===== src/rtl/reg_bank_pkg.sv =====
// Shared constants and state type for the register bank and its init sequencer.
package reg_bank_pkg;

  typedef enum logic {
    INIT  = 1'b0,
    READY = 1'b1
  } state_e;

  localparam int REG_SP_IDX       = 29;
  localparam int SP_INIT_DEFAULT  = 227;
  localparam int NUM_REGS_DEFAULT = 32;

endpackage


===== src/rtl/reg_bank_if.sv =====
// Register-bank access bus: one write-back port and two read ports.
// The master drives indices and write data; the slave returns read data.
interface reg_bank_if #(
  parameter int DATA_W = 32
);
  logic              RegWrite;
  logic [4:0]        WriteReg;
  logic [DATA_W-1:0] WriteData;
  logic [4:0]        ReadReg1;
  logic [4:0]        ReadReg2;
  logic [DATA_W-1:0] ReadData1;
  logic [DATA_W-1:0] ReadData2;

  modport master (
    output RegWrite, WriteReg, WriteData, ReadReg1, ReadReg2,
    input  ReadData1, ReadData2
  );

  modport slave (
    input  RegWrite, WriteReg, WriteData, ReadReg1, ReadReg2,
    output ReadData1, ReadData2
  );
endinterface


===== src/rtl/reg_init_seq.sv =====
// Init sequencer: after reset, walks every register index once, emitting a
// clear value (or the stack-pointer seed for r29), then parks in READY.
module reg_init_seq
  import reg_bank_pkg::*;
#(
  parameter int DATA_W  = 32,
  parameter int SP_INIT = SP_INIT_DEFAULT
) (
  input  logic              clk,
  input  logic              reset,
  output logic              busy,
  output logic              init_we,
  output logic [4:0]        init_idx,
  output logic [DATA_W-1:0] init_data
);

  localparam logic [0:0] S_INIT  = INIT;
  localparam logic [0:0] S_READY = READY;

  logic [0:0] state_q, state_d;
  logic [4:0] cnt_q, cnt_d;

  // Next state: count through all 32 indices, leave INIT after index 31.
  always_comb begin
    state_d = state_q;
    cnt_d   = cnt_q;
    if (state_q == S_INIT) begin
      cnt_d = cnt_q + 5'd1;
      if (cnt_q == 5'd31) state_d = S_READY;
    end
  end

  // State registers; reset restarts the sequence from index 0 at any time.
  always_ff @(posedge clk) begin
    if (reset) begin
      state_q <= S_INIT;
      cnt_q   <= 5'd0;
    end else begin
      state_q <= state_d;
      cnt_q   <= cnt_d;
    end
  end

  assign busy      = (state_q == S_INIT);
  // No write on the reset edge itself; the walk restarts cleanly next cycle.
  assign init_we   = busy & ~reset;
  assign init_idx  = cnt_q;
  assign init_data = (cnt_q == 5'(REG_SP_IDX)) ? DATA_W'(SP_INIT) : '0;

endmodule


===== src/rtl/reg_bank.sv =====
// Register bank: NUM_REGS x DATA_W storage, one write port, two
// combinational read ports, r0 hardwired to zero, cleared by the init
// sequencer after reset. Define REG_BANK_BYPASS_EN to forward same-cycle
// write data to a read port that addresses the register being written.
module reg_bank
  import reg_bank_pkg::*;
#(
  parameter int NUM_REGS = NUM_REGS_DEFAULT,
  parameter int DATA_W   = 32,
  parameter int SP_INIT  = SP_INIT_DEFAULT
) (
  input  logic         clk,
  input  logic         reset,
  reg_bank_if.slave    bus,
  output logic         busy
);

  logic [NUM_REGS-1:0][DATA_W-1:0] regs_q;

  logic              init_we;
  logic [4:0]        init_idx;
  logic [DATA_W-1:0] init_data;

  logic              we_d;
  logic [4:0]        widx_d;
  logic [DATA_W-1:0] wdata_d;
  logic              user_we;

  reg_init_seq #(
    .DATA_W  (DATA_W),
    .SP_INIT (SP_INIT)
  ) u_init (
    .clk       (clk),
    .reset     (reset),
    .busy      (busy),
    .init_we   (init_we),
    .init_idx  (init_idx),
    .init_data (init_data)
  );

  // User writes only count once init is done; index 0 is never stored.
  assign user_we = ~busy & bus.RegWrite & (bus.WriteReg != 5'd0);

  // Single write port: the sequencer owns it while busy, the bus afterwards.
  always_comb begin
    we_d    = user_we;
    widx_d  = bus.WriteReg;
    wdata_d = bus.WriteData;
    if (busy) begin
      we_d    = init_we;
      widx_d  = init_idx;
      wdata_d = init_data;
    end
  end

  // Storage; deliberately not reset, the init walk does the clearing.
  always_ff @(posedge clk) begin
    if (we_d && (32'(widx_d) < NUM_REGS)) regs_q[widx_d] <= wdata_d;
  end

  // Read port 1: zero for r0, out-of-range indices and while busy.
  always_comb begin
    bus.ReadData1 = '0;
    if (bus.ReadReg1 != 5'd0 && 32'(bus.ReadReg1) < NUM_REGS)
      bus.ReadData1 = regs_q[bus.ReadReg1];
`ifdef REG_BANK_BYPASS_EN
    if (user_we && bus.WriteReg == bus.ReadReg1) bus.ReadData1 = bus.WriteData;
`endif
    if (busy) bus.ReadData1 = '0;
  end

  // Read port 2: identical rules, fully independent of port 1.
  always_comb begin
    bus.ReadData2 = '0;
    if (bus.ReadReg2 != 5'd0 && 32'(bus.ReadReg2) < NUM_REGS)
      bus.ReadData2 = regs_q[bus.ReadReg2];
`ifdef REG_BANK_BYPASS_EN
    if (user_we && bus.WriteReg == bus.ReadReg2) bus.ReadData2 = bus.WriteData;
`endif
    if (busy) bus.ReadData2 = '0;
  end

endmodule


===== src/flat_wrapper.sv =====
// flat-port wrapper written by rule: the top's interface ports become plain ports
module reg_bank_flat import reg_bank_pkg::*;
#(
  parameter int NUM_REGS = NUM_REGS_DEFAULT,
  parameter int DATA_W   = 32,
  parameter int SP_INIT  = SP_INIT_DEFAULT
)
  (clk, reset, busy, bus_RegWrite, bus_WriteReg, bus_WriteData, bus_ReadReg1, bus_ReadReg2, bus_ReadData1, bus_ReadData2);
  reg_bank_if #(.DATA_W(DATA_W)) bus_i ();
  input  logic clk;
  input  logic reset;
  output logic busy;
  input wire logic [$bits(bus_i.RegWrite)-1:0] bus_RegWrite;
  input wire logic [$bits(bus_i.WriteReg)-1:0] bus_WriteReg;
  input wire logic [$bits(bus_i.WriteData)-1:0] bus_WriteData;
  input wire logic [$bits(bus_i.ReadReg1)-1:0] bus_ReadReg1;
  input wire logic [$bits(bus_i.ReadReg2)-1:0] bus_ReadReg2;
  output wire logic [$bits(bus_i.ReadData1)-1:0] bus_ReadData1;
  output wire logic [$bits(bus_i.ReadData2)-1:0] bus_ReadData2;
  assign bus_i.RegWrite = bus_RegWrite;
  assign bus_i.WriteReg = bus_WriteReg;
  assign bus_i.WriteData = bus_WriteData;
  assign bus_i.ReadReg1 = bus_ReadReg1;
  assign bus_i.ReadReg2 = bus_ReadReg2;
  assign bus_ReadData1 = bus_i.ReadData1;
  assign bus_ReadData2 = bus_i.ReadData2;
  reg_bank #(.NUM_REGS(NUM_REGS), .DATA_W(DATA_W), .SP_INIT(SP_INIT)) u_core (.clk(clk), .reset(reset), .bus(bus_i), .busy(busy));
endmodule

===== config.mk =====
export PLATFORM = sky130hd
export DESIGN_NAME = reg_bank_flat
export DESIGN_NICKNAME = d
export VERILOG_FILES = /design/src/rtl/reg_bank_pkg.sv /design/src/rtl/reg_bank_if.sv /design/src/rtl/reg_init_seq.sv /design/src/rtl/reg_bank.sv /design/src/flat_wrapper.sv
export SDC_FILE = /design/constraint.sdc
export NUM_CORES = 1
export LEC_CHECK = 0
export CORE_ASPECT_RATIO = 2
export CORE_MARGIN = 1
export CORE_UTILIZATION = 35
export DETAILED_ROUTE_END_ITERATION = 8
export GPL_TIMING_DRIVEN = 0
export SLEW_MARGIN = 20
export SYNTH_ARGS = -nofsm -noshare
export SYNTH_HDL_FRONTEND = slang
export SYNTH_SLANG_ARGS = --single-unit

===== constraint.sdc =====
create_clock -name clk -period 3.5 [get_ports clk]
set_clock_uncertainty 0.1 [all_clocks]
set_input_delay 0.35 -clock clk [delete_from_list [all_inputs] [get_ports clk]]
set_output_delay 0.35 -clock clk [all_outputs]
set_load 0.01 [all_outputs]

==> flow_summary.json <==
{
  "cts_root_buffer": "clkbuf_16",
  "h-tree-depth": 3,
  "fin_cells": 4918,
  "layout_setup_ws_ns": -0.0272,
  "io_pins": 115,
  "status": "finished, violations left",
  "rsz0062_at_grt": "no",
  "core_region_area_sq_mm": 0.133,
  "power.leakage_uw": 0.0190,
  "worst_hold_path_type": "reg2reg",
  "dr.pass1.iters": 7,
  "antenna_found_initial": 3,
  "critPathLaunchType": "primary input",
  "syn-instance-count": 2865,
  "post_synth_num_cell_types": 42,
  "dp_cells": 4756,
  "async_reset_ff_share_pct": 0,
  "slew_violations": 0,
  "die_h_um": 520,
  "hold_violations": 0,
  "place.gp.congestion": 0.918,
  "violations": "DRC, setup timing",
  "holdPathStages": 2,
  "netlist_area_sq_mm": 0.0469,
  "path_class": "in2out",
  "track_usage_pct": 25.9,
  "dp_hpwl_mm": 127,
  "vias_per_cell": 6.24,
  "cp.arrival_ns": 3.08,
  "crit_fanout": 10,
  "period_share_pct": 101,
  "grt_max_degree": 32,
  "ant_nets": 0,
  "synth-seq-cells": 998,
  "yosys_most_used_dff": "edfxtp_1",
  "path_clk_slew_ns": 0.07,
  "mostFrequentLayoutCells": "edfxtp_1, mux2i_1, o22ai_1, mux4_2, a22oi_1",
  "seq_area_sq_mm": 0.0299,
  "holdWs_ns": 0.447,
  "clockBufferDepth": 3,
  "cts_inserted_buffers": 85,
  "clock-sinks": 998,
  "reg2reg_from": "u_core.u_init.state_q",
  "die_area_sq_mm": 0.136,
  "synth_edf_count": 992,
  "wl_mm": 177,
  "tightest_slew_ns": 1.19,
  "nets": 3184,
  "cts_tree": "done",
  "initial_core_util_pct": 35.4,
  "avgSynthCellArea_sq_um": 16.4,
  "regToRegEndpoint": "u_core.regs_q[704]",
  "dp_worst_setup_slack_ns": -0.914,
  "fin_tns_setup_ns": -0.0481,
  "clock_latency_ns": 0.69,
  "grt_pass1_wl_mm": 240,
  "rrSetupSlack_ns": 0.16,
  "holdPathEnd": "u_core.u_init.init_idx[4]",
  "ys_seq_area_share_pct": 63.8,
  "drt_iter0_drc": 3268,
  "wl_per_cell_um": 36.0,
  "required_ns": 3.05,
  "multiInputGateArea_sq_mm": 0.0164,
  "gr-total-overflow": 0,
  "synth.yosys.warnings": 0,
  "numPortBuffers": 113,
  "min-delay-start": "u_core.u_init.init_idx[4]",
  "maxCapViolCount": 0,
  "drc_errors": 6,
  "die_w_um": 261,
  "vias": 30700,
  "crit_path_end_kind": "output port",
  "setup_viol": 3,
  "layout_min_cycle_time_ns": 3.53,
  "worstRegToRegCells": 5,
  "rows": 189,
  "drive_above_1_share_pct": 24.6,
  "powerDensity_mw_per_mm2": 450,
  "syn_nets": 2918,
  "ir_worst_vdd_uv": 322,
  "fillCellCount": 11600,
  "final_common_cell": "edfxtp_1",
  "area_growth_pct": 19.5,
  "relSlewSlack_pct": 20.7,
  "grt_pass1_vias": 31800,
  "fmax_mhz": 284
}
-- layout make-up --
type	count	area share [%]
Antenna cell	1	0.00447
Buffer	227	3.46
Clock buffer	101	3.94
Clock inverter	53	1.36
Inverter	4	0.0313
Multi-Input combinational cell	1632	29.3
Sequential cell	998	53.4
Tap cell	1719	3.84
Timing Repair Buffer	183	4.74
-- logic make-up after synthesis --
family / synth area share (%)
compound gates: 8.33
fa+ha+maj: 0.0800
simple gates: 3.41
mux: 21.5
flops: 63.8
xor+xnor: 0.0560
buf+inv: 2.83
-- cell usage after synthesis (all sizes together) (6+ instances only) --
cell	n	area share, %
nand4	65	0.87
mux2i	577	12
nand2	153	1.2
clkbuf	71	0.58
o22ai	192	2.6
o21ai	66	0.70
a22oi	193	3.1
a221oi	64	1.9
or3b	6	0.11
buf	160	2.2
and2	29	0.39
mux4	192	9.2
nor2	50	0.40
nor3	8	0.11
dfxtp	6	0.26
edfxtp	992	63
-- routing by layer --
layer  part of all wire, %  global-route usage [%]  vias to the layer above
met5                0.0073                       0                        -
met4                   9.3                    20.9                        2
met3                   6.9                    4.31                      619
met2                    52                    46.4                     1777
met1                    32                    26.2                    15900
li1                      -                       -                    12400
-- stage by stage --
step	area, sq um	power [uW]	utilization [%]
finish	56000	25200	42.2
global route	56000	25700	42.2
CTS	55900	25200	42.1
detailed placement	51900	14900	39.1
global placement	50200	14900	37.8
floorplan	46900	14300	-
-- worst max-delay path, cell delays in order --
cell	delay [ns]
clkdlybuf4s50_1	0.48
buf_4	0.22
and2b_2	0.40
clkbuf_4	0.35
a221oi_2	0.10
a22oi_1	0.36
nand4_1	0.26
clkdlybuf4s50_1	0.55
-- sequential cells by signal, indices dropped and copies added (netlist names) --
name / flops
u_core.u_init.state_q: 1
u_core.regs_q: 992
u_core.u_init.init_idx: 5
-- worst max path at each step --
stage	from	endpoint	slack (ns)	depth (start not counted)
finish	bus_ReadReg2[3]	bus_ReadData2[30]	-0.03	8
global route	u_core.u_init.state_q	bus_ReadData2[22]	0.0004	7
CTS	u_core.u_init.state_q	bus_ReadData2[20]	-0.17	7
detailed placement	bus_ReadReg2[1]	bus_ReadData2[20]	-0.91	7
global placement	u_core.u_init.state_q	u_core.regs_q[1009]	-2.81	4
floorplan	u_core.u_init.state_q	u_core.regs_q[608]	0.55	5
-- timing repair --
item / in CTS / in global routing
pin swaps: 21 / 10
hold buffers: 1 / 0
gates resized for setup: 366 / 32
setup endpoints to repair: 963 / 31
buffers inserted: 7 / 3
hold endpoints to repair: 6 / 0
-- where the power goes --
| group | leakage [uW] | internal [uW] | switching [uW] | total [uW] |
|---|---|---|---|---|
| logic | 0.00886 | 684 | 1070 | 1750 |
| clock network | 0.00143 | 5810 | 4640 | 10500 |
| registers | 0.00874 | 13000 | 26.7 | 13000 |
No activity file was read; power rests on OpenSTA's default activity.
